File: config.mk
export PLATFORM = sky130hd
export DESIGN_NAME = btn_event_fsm_flat
export DESIGN_NICKNAME = d
export VERILOG_FILES = /design/src/rtl/btn_event_fsm_if.sv /design/src/rtl/btn_event_fsm.sv /design/src/flat_wrapper.sv
export SDC_FILE = /design/constraint.sdc
export NUM_CORES = 1
export LEC_CHECK = 0
export ABC_AREA = 1
export ABC_CLOCK_PERIOD_IN_PS = 3300
export CAP_MARGIN = 5
export CELL_PAD_IN_SITES_DETAIL_PLACEMENT = 0
export CELL_PAD_IN_SITES_GLOBAL_PLACEMENT = 2
export CORE_MARGIN = 2
export CORE_UTILIZATION = 36
export CTS_CLUSTER_SIZE = 12
export DETAILED_ROUTE_END_ITERATION = 6
export PLACE_DENSITY = 0.86
export SYNTH_ARGS = -nofsm -noshare
export SYNTH_HDL_FRONTEND = slang
export SYNTH_SLANG_ARGS = --single-unit
File: constraint.sdc
create_clock -name clk -period 3.3 [get_ports clk]
set_clock_uncertainty 0.2 [all_clocks]
set_input_delay 0.66 -clock clk [delete_from_list [all_inputs] [get_ports clk]]
set_output_delay 0.66 -clock clk [all_outputs]
set_load 0.03 [all_outputs]
File: src/rtl/btn_event_fsm_if.sv
// rtl/btn_event_fsm_if.sv - debounced-level input and gesture-event outputs of btn_event_fsm
//   db        : debounced switch level (master -> slave)
//   short_p   : one-cycle single-click pulse (slave -> master)
//   double_p  : one-cycle double-click pulse (slave -> master)
//   long_p    : one-cycle long-press pulse (slave -> master)
//   press_cnt : running count of classified events, wraps (slave -> master)
//   busy      : gesture in progress (slave -> master)
interface btn_event_fsm_if #(
    parameter int CNT_W = 8
);
    logic             db;
    logic             short_p;
    logic             double_p;
    logic             long_p;
    logic [CNT_W-1:0] press_cnt;
    logic             busy;

    modport master (
        output db,
        input  short_p, double_p, long_p, press_cnt, busy
    );

    modport slave (
        input  db,
        output short_p, double_p, long_p, press_cnt, busy
    );
endinterface

File: src/rtl/btn_event_fsm.sv
// rtl/btn_event_fsm.sv - classifies debounced button gestures into short, double and long events
//   clk   : system clock
//   reset : synchronous active-high reset
//   bus   : btn_event_fsm_if.slave (db in; short_p, double_p, long_p, press_cnt, busy out)
module btn_event_fsm #(
    parameter int TICK_N       = 20,
    parameter int LONG_TICKS   = 100,
    parameter int DCLICK_TICKS = 30,
    parameter int CNT_W        = 8
) (
    input  logic            clk,
    input  logic            reset,
    btn_event_fsm_if.slave  bus
);
    localparam int T_MAX = (LONG_TICKS > DCLICK_TICKS) ? LONG_TICKS : DCLICK_TICKS;
    localparam int TW    = $clog2(T_MAX) + 1;

    localparam logic [TW-1:0]     T_LONG   = TW'(LONG_TICKS - 1);
    localparam logic [TW-1:0]     T_DCLICK = TW'(DCLICK_TICKS - 1);
    localparam logic [TW-1:0]     T_ONE    = TW'(1);
    localparam logic [TICK_N-1:0] Q_ONE    = TICK_N'(1);
    localparam logic [CNT_W-1:0]  CNT_ONE  = CNT_W'(1);

    typedef enum logic [2:0] {
        IDLE   = 3'd0,
        PRESS1 = 3'd1,
        WAIT2  = 3'd2,
        PRESS2 = 3'd3,
        HOLD   = 3'd4
    } state_t;

    state_t            state;
    logic              db_reg;
    logic [TICK_N-1:0] q;
    logic [TW-1:0]     t;
    logic              short_r;
    logic              double_r;
    logic              long_r;
    logic [CNT_W-1:0]  cnt_r;

    logic rise;
    logic fall;
    logic tick;

    assign rise = bus.db & ~db_reg;
    assign fall = ~bus.db & db_reg;
    assign tick = (q == {TICK_N{1'b1}});

    // Tick phase is free-running and deliberately not realigned on state entry.
    // Every transition below clears t; a later nonblocking write overrides the
    // default tick increment.
    always_ff @(posedge clk) begin
        if (reset) begin
            state    <= IDLE;
            db_reg   <= 1'b0;
            q        <= '0;
            t        <= '0;
            short_r  <= 1'b0;
            double_r <= 1'b0;
            long_r   <= 1'b0;
            cnt_r    <= '0;
        end else begin
            db_reg   <= bus.db;
            q        <= q + Q_ONE;
            short_r  <= 1'b0;
            double_r <= 1'b0;
            long_r   <= 1'b0;
            if (tick) begin
                t <= t + T_ONE;
            end

            case (state)
                IDLE: begin
                    if (rise) begin
                        state <= PRESS1;
                        t     <= '0;
                    end
                end
                PRESS1: begin
                    if (fall) begin
                        state <= WAIT2;
                        t     <= '0;
                    end else if (tick && t == T_LONG) begin
                        state  <= HOLD;
                        t      <= '0;
                        long_r <= 1'b1;
                        cnt_r  <= cnt_r + CNT_ONE;
                    end
                end
                WAIT2: begin
                    if (rise) begin
                        state <= PRESS2;
                        t     <= '0;
                    end else if (tick && t == T_DCLICK) begin
                        state   <= IDLE;
                        t       <= '0;
                        short_r <= 1'b1;
                        cnt_r   <= cnt_r + CNT_ONE;
                    end
                end
                PRESS2: begin
                    // A second press held past the long timeout becomes a long
                    // press instead of a double click.
                    if (fall) begin
                        state    <= IDLE;
                        t        <= '0;
                        double_r <= 1'b1;
                        cnt_r    <= cnt_r + CNT_ONE;
                    end else if (tick && t == T_LONG) begin
                        state  <= HOLD;
                        t      <= '0;
                        long_r <= 1'b1;
                        cnt_r  <= cnt_r + CNT_ONE;
                    end
                end
                HOLD: begin
                    if (fall) begin
                        state <= IDLE;
                        t     <= '0;
                    end
                end
                default: begin
                    state <= IDLE;
                    t     <= '0;
                end
            endcase
        end
    end

    assign bus.short_p   = short_r;
    assign bus.double_p  = double_r;
    assign bus.long_p    = long_r;
    assign bus.press_cnt = cnt_r;
    assign bus.busy      = (state != IDLE);
endmodule

File: src/flat_wrapper.sv
// flat-port wrapper written by rule: the top's interface ports become plain ports
module btn_event_fsm_flat 
#(
    parameter int TICK_N       = 20,
    parameter int LONG_TICKS   = 100,
    parameter int DCLICK_TICKS = 30,
    parameter int CNT_W        = 8
)
  (clk, reset, bus_db, bus_short_p, bus_double_p, bus_long_p, bus_press_cnt, bus_busy);
  btn_event_fsm_if #(.CNT_W(CNT_W)) bus_i ();
  input  logic clk;
  input  logic reset;
  input wire logic [$bits(bus_i.db)-1:0] bus_db;
  output wire logic [$bits(bus_i.short_p)-1:0] bus_short_p;
  output wire logic [$bits(bus_i.double_p)-1:0] bus_double_p;
  output wire logic [$bits(bus_i.long_p)-1:0] bus_long_p;
  output wire logic [$bits(bus_i.press_cnt)-1:0] bus_press_cnt;
  output wire logic [$bits(bus_i.busy)-1:0] bus_busy;
  assign bus_i.db = bus_db;
  assign bus_short_p = bus_i.short_p;
  assign bus_double_p = bus_i.double_p;
  assign bus_long_p = bus_i.long_p;
  assign bus_press_cnt = bus_i.press_cnt;
  assign bus_busy = bus_i.busy;
  btn_event_fsm #(.TICK_N(TICK_N), .LONG_TICKS(LONG_TICKS), .DCLICK_TICKS(DCLICK_TICKS), .CNT_W(CNT_W)) u_core (.clk(clk), .reset(reset), .bus(bus_i));
endmodule
=== Word-level counts from Yosys, hierarchy flattened ===
Cells that the tools add are included.

* Bits of input ports: 3
* Word-level logic and storage cells: 67
* Register bits: 43
* Output and inout port bits: 12

* Add/sub/neg operators: 3
* Eq/ne operators: 13
* Bitwise operators: 7
* Multiplexer cells: 25
* Reduce and logical (&&, ||, !) cells: 11

{| class="wikitable"
|+ Operators with widths
! cell !! count
|-
| 8-bit 2-to-1 mux || 12
|-
| 8-bit case mux with 4 select lines || 1
|-
| 8-bit case mux with 3 select lines || 1
|-
| 3-bit 2-to-1 mux || 7
|-
| 20-bit by 1-bit adder with 20-bit output (second input constant) || 1
|-
| 20-bit == test (second input constant) || 1
|-
| 8-bit by 1-bit adder with 8-bit output (second input constant) || 2
|-
| 3-bit case mux with 5 select lines || 1
|-
| 8-bit by 5-bit == test with 1-bit output (second input constant) || 1
|-
| 8-bit by 7-bit == test with 1-bit output (second input constant) || 1
|-
| 3-bit by 2-bit == test with 1-bit output (second input constant) || 2
|-
| 2-bit by 1-bit != test with 1-bit output (second input constant) || 3
|-
| 3-bit nonzero test || 2
|-
| 3-bit OR reduction || 2
|-
| 1-bit NOT || 5
|-
| 2-bit != test (second input constant) || 2
|-
| 4-bit AND reduction || 1
|-
| 2-bit OR reduction || 2
|-
| 3-bit by 1-bit == test with 1-bit output (second input constant) || 1
|-
| 3-bit == test (second input constant) || 1
|-
| 3-bit zero test || 1
|-
| 1-bit 2-to-1 mux || 3
|-
| 3-bit by 1-bit != test with 1-bit output (second input constant) || 1
|-
| 3-bit AND reduction || 1
|-
| 2 further kinds || 4
|}

=== Logic depth before layout (Yosys ltp) ===
Gate-level depths: netlist of run 1.

* Depth after elaboration: 5
* Depth in mapped cells: 12

=== Least setup slack after synthesis of run 1 ===
Ideal clock, no wire load.

* Path type: input -> register
* Start: input port bus_db
* End: register u_core.cnt_r[3], in the netlist u_core.bus.press_cnt[3]
* Buffers on the path: 0
* Arrival: 1583 ps
* Cell stages on the path: 9
* Setup slack: 1454 ps
* Cells stage by stage: inv_1 -> nor2_1 -> nand2_1 -> o21ai_1 -> a21oi_2 -> nand3_4 -> nor2_2 -> nor2_1 -> nor2_2

* Longest elaborated chain between the ends: 4
* Elaborated cells between the ends (all ways): 8
* Those cells by class: eq/ne (2); mux (2); bitwise (3); reduce/logical (1)

{| class="wikitable"
|+ Ends and longest elaborated chain
! what !! line !! source
|-
| from (decl) || flat_wrapper.sv:13 || <nowiki>input wire logic [$bits(bus_i.db)-1:0] bus_db;</nowiki>
|-
| 1-bit NOT || btn_event_fsm.sv:46 || <nowiki>assign fall = ~bus.db & db_reg;</nowiki>
|-
| 1-bit AND || btn_event_fsm.sv:46 ||
|-
| 8-bit 2-to-1 mux / 2-bit != test (equally long branches) || - ||
|-
| 8-bit case mux with 3 select lines / 4-bit AND reduction (equally long branches) || - ||
|-
| to (signal assigned) || btn_event_fsm.sv:87 || <nowiki>cnt_r <= cnt_r + CNT_ONE;</nowiki>
|-
| to (signal assigned) || btn_event_fsm.sv:108 || <nowiki>cnt_r <= cnt_r + CNT_ONE;</nowiki>
|-
| to (signal assigned) || btn_event_fsm.sv:113 || <nowiki>cnt_r <= cnt_r + CNT_ONE;</nowiki>
|-
| to (decl) || btn_event_fsm.sv:39 || <nowiki>logic [CNT_W-1:0] cnt_r;</nowiki>
|}

Parallel ways exist; a longest one is shown, timed or not.
A chain may end at the register's enable or synchronous reset.

=== Worst setup path after layout of run 1 ===
* Start: register u_core.state[1]
* End: output port bus_busy

* Longest elaborated chain between the ends: 1

{| class="wikitable"
|+ Ends and longest elaborated chain
! what !! line !! source
|-
| from (decl) || btn_event_fsm.sv:32 || <nowiki>state_t state;</nowiki>
|-
| from (signal assigned) || btn_event_fsm.sv:54 || <nowiki>state <= IDLE;</nowiki>
|-
| from (signal assigned) || btn_event_fsm.sv:75 || <nowiki>state <= PRESS1;</nowiki>
|-
| from (signal assigned) || btn_event_fsm.sv:81 || <nowiki>state <= WAIT2;</nowiki>
|-
| 3-bit nonzero test || btn_event_fsm.sv:134 || <nowiki>assign bus.busy = (state != IDLE);</nowiki>
|-
| to (decl) || flat_wrapper.sv:18 || <nowiki>output wire logic [$bits(bus_i.busy)-1:0] bus_busy;</nowiki>
|}

No other way between the ends.

==> results of run 1 <==
==> worst register-to-register path, stage by stage, from the launching register on <==
cell and delay, ns:
dfxtp_1 0.37, ha_1 0.18, nand2_1 0.10, nor2_4 0.15
nand2_4 0.10, nor2_8 0.19, nand3_4 0.11, nand2_4 0.14
nand2_2 0.06, nand2_2 0.08, nand2_1 0.06, nand2_2 0.15
nor2_1 0.06
==> synth_stat cells, drive strengths merged <==
cell type / instances / share of area
a21oi: 21 / 0.050
a31oi: 1 / 0.0029
buf: 2 / 0.0052
clkbuf: 1 / 0.0017
clkinv: 1 / 0.0017
dfxtp: 43 / 0.40
ha: 4 / 0.023
inv: 34 / 0.059
nand2: 62 / 0.13
nand3: 20 / 0.064
nand4: 8 / 0.023
nor2: 63 / 0.14
nor3: 6 / 0.019
nor3b: 1 / 0.0035
nor4: 3 / 0.0087
o211a: 1 / 0.0046
o21a: 4 / 0.014
o21ai: 11 / 0.025
or2: 1 / 0.0029
xnor2: 1 / 0.0040
xor2: 7 / 0.028
==> cells in the final DEF, fill, tap and decap left out <==
| cell type | Yosys | final |
|---|---|---|
| nand2_1 | 52 | 52 |
| nor2_1 | 48 | 48 |
| dfxtp_1 | 43 | 43 |
| inv_1 | 31 | 31 |
| a21oi_1 | 20 | 20 |
| nand3_1 | 17 | 17 |
| clkdlybuf4s50_1 | 0 | 14 |
| nor2_2 | 13 | 13 |
| o21ai_0 | 9 | 9 |
| nand4_1 | 8 | 8 |
| xor2_1 | 7 | 7 |
| nand2_2 | 7 | 7 |
| clkbuf_8 | 0 | 6 |
| nor3_1 | 5 | 5 |
| o21a_1 | 4 | 4 |
| ha_1 | 4 | 4 |
| inv_2 | 3 | 3 |
| nand2_4 | 3 | 3 |
| nand3_4 | 3 | 3 |
| nor4_1 | 3 | 3 |
| o21ai_1 | 2 | 2 |
| nor2_4 | 1 | 1 |
| clkinv_1 | 1 | 1 |
| nor2_8 | 1 | 1 |
| nor3_4 | 1 | 1 |
| or2_2 | 1 | 1 |
| xnor2_1 | 1 | 1 |
| o211a_1 | 1 | 1 |
| a21oi_2 | 1 | 1 |
| nor3b_1 | 1 | 1 |
| a31oi_1 | 1 | 1 |
| clkinv_2 | 0 | 1 |
| bufinv_16 | 0 | 1 |
| buf_4 | 1 | 1 |
==> logic make-up (layout without fill, tap and decap cells) <==
logic type      after synthesis  after routing  share of synthesized area
flops                        43             43                      0.398
fa+ha+maj                     4              4                     0.0231
simple gates                164            164                      0.382
compound gates               38             38                     0.0971
buf+inv                      38             58                     0.0676
xor+xnor                      8              8                     0.0324
==> layer usage <==
layer  share of wire  vias up
met5               0        -
met4          0.0082        0
met3           0.023        4
met2            0.47       10
met1            0.50      805
li1                -      986
==> layout make-up <==
class	instances	area, um^2
sequential	43	861
inverter	35	131
fill	612	3340
tap	75	93.8
clock inverter	2	35.0
timing repair buffer	15	148
multi-input combinational	214	1160
clock buffer	6	82.6
==> per-stage QoR <==
step / total power [uW] / area, um^2 / instances / worst slack, ns
floorplan: 591 / 2160 / 295 / 1.45
global placement: 610 / 2390 / 382 / 0.738
detailed placement: 611 / 2390 / 382 / 0.716
CTS: 1040 / 2510 / 390 / 0.816
global route: 1080 / 2510 / 390 / 0.719
finish: 1030 / 2510 / 390 / 0.803
==> where the power goes <==
part           total [uW]  internal, uW  switching, uW
sequential            529           524           4.69
combinational        68.8          21.6           47.2
clock                 428           245            183
total                1030           791            235
==> how the worst max path moves through the flow <==
stage / depth (start not counted) / endpoint / from / slack, ns
after floorplan: 9 / u_core.bus.press_cnt[3]$_SDFFE_PP0P_ / bus_db / 1.45
after global placement: 5 / u_core.bus.short_p$_SDFF_PP0_ / reset / 0.74
after detailed placement: 4 / u_core.state[2]$_SDFFE_PP0P_ / reset / 0.72
after CTS: 3 / bus_busy / u_core.state[1]$_SDFFE_PP0P_ / 0.82
after global routing: 3 / bus_busy / u_core.state[1]$_SDFFE_PP0P_ / 0.72
final: 3 / bus_busy / u_core.state[1]$_SDFFE_PP0P_ / 0.80
==> run_results.csv, run 1 <==
group,metric,value,unit
run_status,status,"complete, no violations",
worst_setup_path,path_cells,"nor2_1 > nand2_1 > clkdlybuf4s50_1",
sta,rsz0062_at_grt,"false",
die,die_x,81.5,um
final_layout,syn_to_final_growth,15.9,%
clock_network,clock_latency,0.29,ns
clock_network,numCtsBuffers,5,
clock_network,holdBufCountCts,0,
hold_path,hp-class,"reg -> reg",
sta,whs,0.258,ns
worst_setup_path,cp_top_family,"buffers and inverters",
run,cap_violations,0,
clock_network,cts-htree-levels,2,
final_layout,fin_nets,321,
sta,finalCritPeriodShare,0.757,
synth,synth_seq_cells,43,
sta,setup_violations,0,
worst_setup_path,r2r_slack,1.23,ns
sta,fin_crit,2.50,ns
routing,route.detailed.drc,0,
worst_setup_path,path_class,"reg -> out",
hold_path,hold_depth,1,
sta,finalSetupTns,0,ns
clock_network,clock-sinks,43,
sta,maxSlewHeadroom,0.608,
synth,yosys_warnings,0,
worst_setup_path,worst_setup_path_start_kind,"flop",
global_route,use_met3,0.0407,
global_route,antenna_found_initial,0,
global_route,grt_pass1_vias,1713,
worst_setup_path,worstPathRequired,2.44,ns
worst_setup_path,reg2reg_from,"u_core.q[0]$_SDFF_PP0_",
global_route,use_met1,0.185,
die,core,0.00585,mm^2
worst_setup_path,r2r-end,"u_core.t[1]$_SDFF_PP0_",
worst_setup_path,cp_slowest_stage_delay,0.70,ns
routing,finalWirelength,4370,um
clock_network,cts_resized,0,
routing,detail-route-antenna-nets,0,
sta,hold_viol,0,
worst_setup_path,cp.arrival,1.64,ns
hold_path,hold_end,"u_core.q[0]$_SDFF_PP0_",
sta,tightestPinTransition,0.582,ns
placed_design,place_congestion,0.766,
global_route,track_usage,0.147,
final_layout,diodes,0,
die,num_io_pins,15,
synth,avgSynthCellArea,7.34,um^2
synth,synth_cell_types,32,
power_and_ir_drop,powerDensity,409,mW/mm^2
power_and_ir_drop,ir_drop,0.176,mV
global_route,grt.busiest_layer,"met2",
final_layout,regMostFlops,"u_core.q",
clock_network,cts_tree,"done",
final_layout,largest_reg_flops,20,
die,initial_utilization,0.370,
routing,vias_per_cell,4.63,
final_layout,final_util,0.429,
global_route,use_met2,0.250,
clock_network,cts-root-buf,"clkbuf_8",
synth,synth_area,0.00216,mm^2
sta,slew_violations,0,
global_route,grt_pass1_wl,7610,um
synth,seq_area_frac_synth,0.398,
worst_setup_path,crit_slowest_cell,"clkdlybuf4s50_1",
die,dieArea,0.00665,mm^2
synth,syn_nets,302,
die,die_h,81.5,um
clock_network,clk_path_buf_depth,2,
final_layout,layout-drive-gt1-share,0.137,
hold_path,worstHoldStart,"u_core.q[0]$_SDFF_PP0_",
global_route,grt_max_degree,20,
global_route,grt-ovfl-total,0,
placed_design,portBuffers,14,
sta,fmax,400,MHz
routing,via_count,1805,
power_and_ir_drop,cellLeakagePower,0.000944,uW
die,rows,28,
clock_network,path_clk_slew,0.08,ns
routing,wl_per_cell,11.2,um
synth,synthCells,295,
clock_network,cts_setup_buffers,0,
worst_setup_path,r2r_cells,12,
worst_setup_path,crit_path_max_fanout,5,
worst_setup_path,worst-path-buf-inv,1,
routing,dr.pass1.iters,4,
worst_setup_path,cp-end-kind,"output port",
placed_design,dpl.hpwl,3210,um
routing,drt_iter0_markers,48,
Power figures use the tool's default switching activity.
==> inputs of run 2 (changes only) <==
--- a/config.mk
+++ b/config.mk
@@ -6,15 +6,15 @@
 export NUM_CORES = 1
 export LEC_CHECK = 0
 export ABC_AREA = 1
-export ABC_CLOCK_PERIOD_IN_PS = 3300
+export ABC_CLOCK_PERIOD_IN_PS = 2210
 export CAP_MARGIN = 5
 export CELL_PAD_IN_SITES_DETAIL_PLACEMENT = 0
 export CELL_PAD_IN_SITES_GLOBAL_PLACEMENT = 2
 export CORE_MARGIN = 2
-export CORE_UTILIZATION = 36
+export CORE_UTILIZATION = 30
 export CTS_CLUSTER_SIZE = 12
 export DETAILED_ROUTE_END_ITERATION = 6
-export PLACE_DENSITY = 0.86
+export PLACE_DENSITY = 0.77
 export SYNTH_ARGS = -nofsm -noshare
 export SYNTH_HDL_FRONTEND = slang
 export SYNTH_SLANG_ARGS = --single-unit
==> constraint.sdc (replaced) <==
create_clock -name clk -period 2.21 [get_ports clk]
set_clock_uncertainty 0.2 [all_clocks]
set_input_delay 0.442 -clock clk [delete_from_list [all_inputs] [get_ports clk]]
set_output_delay 0.442 -clock clk [all_outputs]
set_load 0.03 [all_outputs]
==> run 2 against run 1 <==
First-iteration DRC count grew 52%. Clock power grew 43%. Sequential power grew 49%. Clock-buffer cell count shrank 1. Total power grew 47%. Flip-flop and latch count is the same. Core utilization shrank 5.5 points. Cell area grew 3.0%. Setup slack lost 0.63 ns. Wire length shrank 2.4%. Non-clock buffer count grew 4. Largest power group unchanged.
==> run_results.csv, run 2 (synthesized netlist as in run 1, its figures left out) <==
group,metric,value,unit
global_route,grt_pass1_wl,7380,um
placed_design,placed_area,0.00245,mm^2
final_layout,syn_to_final_growth,19.4,%
sta,finalSetupTns,0,ns
sta,fmax,491,MHz
final_layout,mostFrequentLayoutCell,"nand2_1",
final_layout,fin_nets,325,
placed_design,place_inst,406,
power_and_ir_drop,pwr-share-clk,0.405,
worst_setup_path,cp_slowest_stage_delay,0.70,ns
die,initial_utilization,0.313,
sta,fin_ws,0.174,ns
global_route,track_usage,0.118,
die,rows,30,
sta,maxSlewHeadroom,0.772,
placed_design,portBuffers,14,
global_route,grt_pass1_vias,1651,
worst_setup_path,path_cells,"clkdlybuf4s50_1",
power_and_ir_drop,switching_share,0.234,
sta,hold_viol,0,
sta,tightestPinTransition,0.341,ns
worst_setup_path,crit_path_max_fanout,5,
clock_network,holdBufCountCts,0,
worst_setup_path,worst-path-buf-inv,1,
clock_network,clk_path_buf_depth,2,
worst_setup_path,cp_top_family,"buffers and inverters",
hold_path,hp-class,"reg -> reg",
placed_design,preCtsSetupSlack,0.0571,ns
worst_setup_path,worst_setup_path_start_kind,"flop",
clock_network,numCtsBuffers,5,
power_and_ir_drop,intPower,1160,uW
clock_network,clock_latency,0.29,ns
power_and_ir_drop,powerDensity,584,mW/mm^2
power_and_ir_drop,combPwrFrac,0.073,
routing,wl_per_cell,10.3,um
power_and_ir_drop,seqPwrFrac,0.522,
global_route,grt-ovfl-total,0,
clock_network,cts-root-buf,"clkbuf_8",
global_route,antenna_found_initial,0,
worst_setup_path,worstPathRequired,1.57,ns
routing,vias_per_cell,4.38,
global_route,grt_max_degree,18,
routing,drt_iter0_markers,73,
sta,slew_violations,0,
final_layout,layout_common_cells,"52 x nand2_1, 48 x nor2_1, 43 x dfxtp_1, 31 x inv_1, 20 x a21oi_1",
power_and_ir_drop,finalPower,1510,uW
sta,fin_crit,2.04,ns
routing,detail-route-antenna-nets,0,
power_and_ir_drop,ir_drop,0.348,mV
sta,setup_violations,0,
final_layout,stdcell_area,0.00258,mm^2
placed_design,place_congestion,0.722,
clock_network,clock-sinks,43,
die,die_h,88.9,um
worst_setup_path,path_class,"reg -> out",
die,num_io_pins,15,
sta,finalCritPeriodShare,0.921,
routing,via_count,1818,
power_and_ir_drop,cellLeakagePower,0.000976,uW
worst_setup_path,cp.arrival,1.39,ns
final_layout,largest_reg_flops,20,
power_and_ir_drop,p_switching,353,uW
final_layout,layout-drive-gt1-share,0.147,
sta,rsz0062_at_grt,"false",
final_layout,regMostFlops,"u_core.q",
final_layout,stdcell_count,415,
worst_setup_path,crit_slowest_cell,"clkdlybuf4s50_1",
die,die_x,88.9,um
clock_network,path_clk_slew,0.09,ns
die,core,0.00691,mm^2
final_layout,diodes,0,
worst_setup_path,cp-end-kind,"output port",
placed_design,dpl.hpwl,3200,um
routing,finalWirelength,4270,um
run_status,status,"complete, no violations",
clock_network,cts-htree-levels,2,
final_layout,fillers,768,
routing,route.detailed.drc,0,
clock_network,cts_tree,"done",
routing,dr.pass1.iters,4,
die,dieArea,0.00791,mm^2
run,cap_violations,0,
==> run 2: power groups by stage <==
stage	logic, uW	registers [uW]	clock network, uW
6_report	110	789	612
5_1_grt	124	791	669
4_1_cts	110	789	645
3_5_place_dp	112	807	0
3_3_place_gp	111	807	0
2_1_floorplan	76.0	806	0
==> run 2: final timing paths <==
path	endpoint	start	cells past startpoint	slack, ns
setup / recovery	bus_press_cnt[2]	u_core.bus.press_cnt[2]$_SDFFE_PP0P_	1	0.17
hold / removal	u_core.q[0]$_SDFF_PP0_	u_core.q[0]$_SDFF_PP0_	1	0.26
hold reg to reg	u_core.q[0]$_SDFF_PP0_	u_core.q[0]$_SDFF_PP0_	1	0.26
setup reg to reg	u_core.t[2]$_SDFF_PP0_	u_core.q[0]$_SDFF_PP0_	12	0.18
==> run 2: area by class of cell <==
cell class                      instances  area [um^2]  share of cell area
Clock buffer                            5         68.8              0.0266
Multi-Input combinational cell        214         1170               0.453
Timing Repair Buffer                   19          189              0.0731
Clock inverter                          3         43.8              0.0169
Inverter                               35          131              0.0508
Sequential cell                        43          861               0.333
Tap cell                               96          120              0.0465
==> run 2: per-layer routing <==
metal | global-route usage | wire length (um) | vias to the layer above | part of all wire
met1 | 0.169 | 2230 | 800 | 0.52
met2 | 0.178 | 1890 | 16 | 0.44
met4 | 0.0366 | 45 | 0 | 0.011
met3 | 0.0286 | 104 | 5 | 0.024
met5 | 0 | 0 | - | 0
li1 | - | - | 997 | -
==> run 2: through the flow <==
| stage | hold WS [ns] | utilization |
|---|---|---|
| 2_1_floorplan | 0.218 | - |
| 6_report | 0.256 | 0.374 |
| 4_1_cts | 0.262 | 0.371 |
| 3_5_place_dp | 0.241 | 0.355 |
| 5_1_grt | 0.305 | 0.374 |
| 3_3_place_gp | 0.233 | 0.355 |
==> run 2: timing repair <==
item,4_1_cts,5_1_grt
resized for setup,1,2
setup endpoints to repair,1,8
pin swaps,0,1
setup buffers,0,1
==> inputs of run 3 (changes only) <==
--- a/config.mk
+++ b/config.mk
@@ -11,10 +11,12 @@
 export CELL_PAD_IN_SITES_DETAIL_PLACEMENT = 0
 export CELL_PAD_IN_SITES_GLOBAL_PLACEMENT = 2
 export CORE_MARGIN = 2
-export CORE_UTILIZATION = 30
+export CORE_UTILIZATION = 32
+export CTS_BUF_LIST = sky130_fd_sc_hd__clkbuf_8
 export CTS_CLUSTER_SIZE = 12
 export DETAILED_ROUTE_END_ITERATION = 6
-export PLACE_DENSITY = 0.77
+export PLACE_DENSITY = 0.81
+export SLEW_MARGIN = 20
 export SYNTH_ARGS = -nofsm -noshare
 export SYNTH_HDL_FRONTEND = slang
 export SYNTH_SLANG_ARGS = --single-unit
==> run 3 against run 2 <==
Register-to-register slack improved by 0.02 ns. Global-route usage increased by 0.95 points. Clock-buffer cell count stayed put. Largest cell class unchanged. Via count shrank 0.50%. Core utilization is 2.3 points higher. Flip-flop and latch count stayed put. Critical endpoint unchanged. Maximum frequency shrank 1.6%. Cell area down 0.63%.
==> run_results.csv, run 3 (synthesized netlist as in run 1, its figures left out) <==
group,metric,value,unit
run_status,status,"complete, no violations",
routing,drt_iter0_markers,102,
clock_network,clock-sinks,43,
routing,via_count,1809,
routing,finalWirelength,4200,um
clock_network,clock_latency,0.30,ns
global_route,grt_max_degree,18,
worst_setup_path,crit_slowest_cell,"clkdlybuf4s50_1",
final_layout,mostFrequentLayoutCell,"nand2_1",
global_route,grt-ovfl-total,0,
worst_setup_path,worstPathRequired,1.57,ns
die,num_io_pins,15,
routing,vias_per_cell,4.57,
worst_setup_path,reg2reg_from,"u_core.q[1]$_SDFF_PP0_",
worst_setup_path,cp.arrival,1.43,ns
global_route,grt_pass1_wl,7510,um
worst_setup_path,worst_setup_path_start_kind,"flop",
global_route,antenna_found_initial,0,
die,die_x,86.2,um
routing,wl_per_cell,10.6,um
placed_design,dpl.hpwl,3150,um
die,rows,29,
sta,tightestPinTransition,0.478,ns
placed_design,placed_area,0.00242,mm^2
final_layout,largest_reg_flops,20,
die,die_h,86.2,um
sta,setup_violations,0,
clock_network,clk_path_buf_depth,2,
worst_setup_path,path_cells,"clkdlybuf4s50_1",
routing,detail-route-antenna-nets,0,
placed_design,place_congestion,0.767,
hold_path,worstHoldStart,"u_core.q[0]$_SDFF_PP0_",
worst_setup_path,cp_slowest_stage_delay,0.70,ns
worst_setup_path,path_class,"reg -> out",
run,cap_violations,0,
sta,rsz0062_at_grt,"false",
final_layout,diodes,0,
routing,dr.pass1.iters,4,
sta,fin_crit,2.07,ns
final_layout,stdcell_count,396,
sta,fmax,483,MHz
placed_design,place_inst,388,
hold_path,hold_end,"u_core.q[0]$_SDFF_PP0_",
die,initial_utilization,0.335,
clock_network,holdBufCountCts,0,
worst_setup_path,r2r_slack,0.20,ns
final_layout,layout-drive-gt1-share,0.150,
clock_network,cts-root-buf,"clkbuf_8",
sta,finalCritPeriodShare,0.936,
clock_network,numCtsBuffers,5,
placed_design,portBuffers,14,
worst_setup_path,cp-end-kind,"output port",
final_layout,seq_area,862,um^2
die,dieArea,0.00744,mm^2
hold_path,hp-class,"reg -> reg",
sta,slew_violations,0,
routing,route.detailed.drc,0,
clock_network,cts-htree-levels,2,
hold_path,hold_depth,1,
sta,finalSetupTns,0,ns
final_layout,layout_common_cells,"52 x nand2_1, 48 x nor2_1, 42 x dfxtp_1, 31 x inv_1, 20 x a21oi_1",
worst_setup_path,r2r-end,"u_core.t[3]$_SDFF_PP0_",
final_layout,stdcell_area,0.00257,mm^2
power_and_ir_drop,ir_drop,0.301,mV
global_route,track_usage,0.128,
global_route,grt_pass1_vias,1643,
worst_setup_path,r2r_cells,12,
sta,maxSlewHeadroom,0.678,
sta,hold_viol,0,
sta,whs,0.221,ns
clock_network,path_clk_slew,0.09,ns
worst_setup_path,crit_path_max_fanout,5,
final_layout,multi_input_area,0.00116,mm^2
power_and_ir_drop,cellLeakagePower,0.000980,uW
final_layout,syn_to_final_growth,18.7,%
worst_setup_path,worst-path-buf-inv,1,
final_layout,fin_nets,325,
die,core,0.00646,mm^2
final_layout,fillers,666,
clock_network,cts_tree,"done",
final_layout,regMostFlops,"u_core.q",
worst_setup_path,cp_top_family,"buffers and inverters",
power_and_ir_drop,powerDensity,642,mW/mm^2
==> run 3: cell types whose count changed in the layout (fill, tap and decap cells not counted) <==
cell | previous run | this run
dfxtp_1 | 43 | 42
buf_4 | 4 | 5
buf_12 | 1 | 0
bufinv_16 | 1 | 2
inv_8 | 0 | 1
clkinv_4 | 1 | 0
nand2_4 | 3 | 4
dfxtp_2 | 0 | 1
nand2_8 | 1 | 0
clkinv_2 | 1 | 0
==> run 3: per-layer routing <==
| layer | share of wire | GRT usage | wire length, um |
|---|---|---|---|
| met3 | 0.037 | 0.0324 | 154 |
| met4 | 0.017 | 0.0554 | 73 |
| met2 | 0.40 | 0.185 | 1700 |
| met5 | 0 | 0 | 0 |
| met1 | 0.54 | 0.180 | 2270 |
==> run 3: repair_timing <==
item                                    4_1_cts  5_1_grt
hold endpoints to repair                      0        0
resized for setup                             1        2
pin swaps                                     0        0
endpoints found under the setup margin        1        8
setup buffers                                 0        0
==> run 3: where the power goes <==
part	switching (uW)	leakage (uW)	total, uW	internal, uW
registers	6.70	0.000348	790	783
clock network	292	0.0000703	751	459
logic	72.0	0.000562	108	36.2
total	371	0.000980	1650	1280
==> run 3: per-stage QoR <==
stage	total power (uW)	worst slack, ns	util
after floorplan	883	0.375	-
after global placement	917	0.0577	0.375
after detailed placement	917	0.0350	0.375
after CTS	1670	0.111	0.397
after global routing	1730	0.00735	0.398
final	1650	0.141	0.398
==> run 3: cell type report <==
| type | instances | share of cell area |
|---|---|---|
| Clock inverter | 3 | 0.0278 |
| Inverter | 35 | 0.0511 |
| Sequential cell | 43 | 0.336 |
| Clock buffer | 5 | 0.0268 |
| Tap cell | 77 | 0.0375 |
| Timing Repair Buffer | 19 | 0.0687 |
| Multi-Input combinational cell | 214 | 0.453 |
==> run 3: how the worst max path moves through the flow <==
stage / slack [ns] / endpoint / cells past startpoint / from
final: 0.14 / bus_press_cnt[2] / 1 / u_core.bus.press_cnt[2]$_SDFFE_PP0P_
after global routing: 0.007 / u_core.t[6]$_SDFF_PP0_ / 12 / u_core.q[0]$_SDFF_PP0_
after CTS: 0.11 / bus_press_cnt[2] / 1 / u_core.bus.press_cnt[2]$_SDFFE_PP0P_
after detailed placement: 0.03 / u_core.bus.press_cnt[7]$_SDFFE_PP0P_ / 9 / bus_db
after global placement: 0.06 / u_core.bus.press_cnt[7]$_SDFFE_PP0P_ / 10 / bus_db
after floorplan: 0.37 / u_core.t[4]$_SDFF_PP0_ / 12 / u_core.q[0]$_SDFF_PP0_
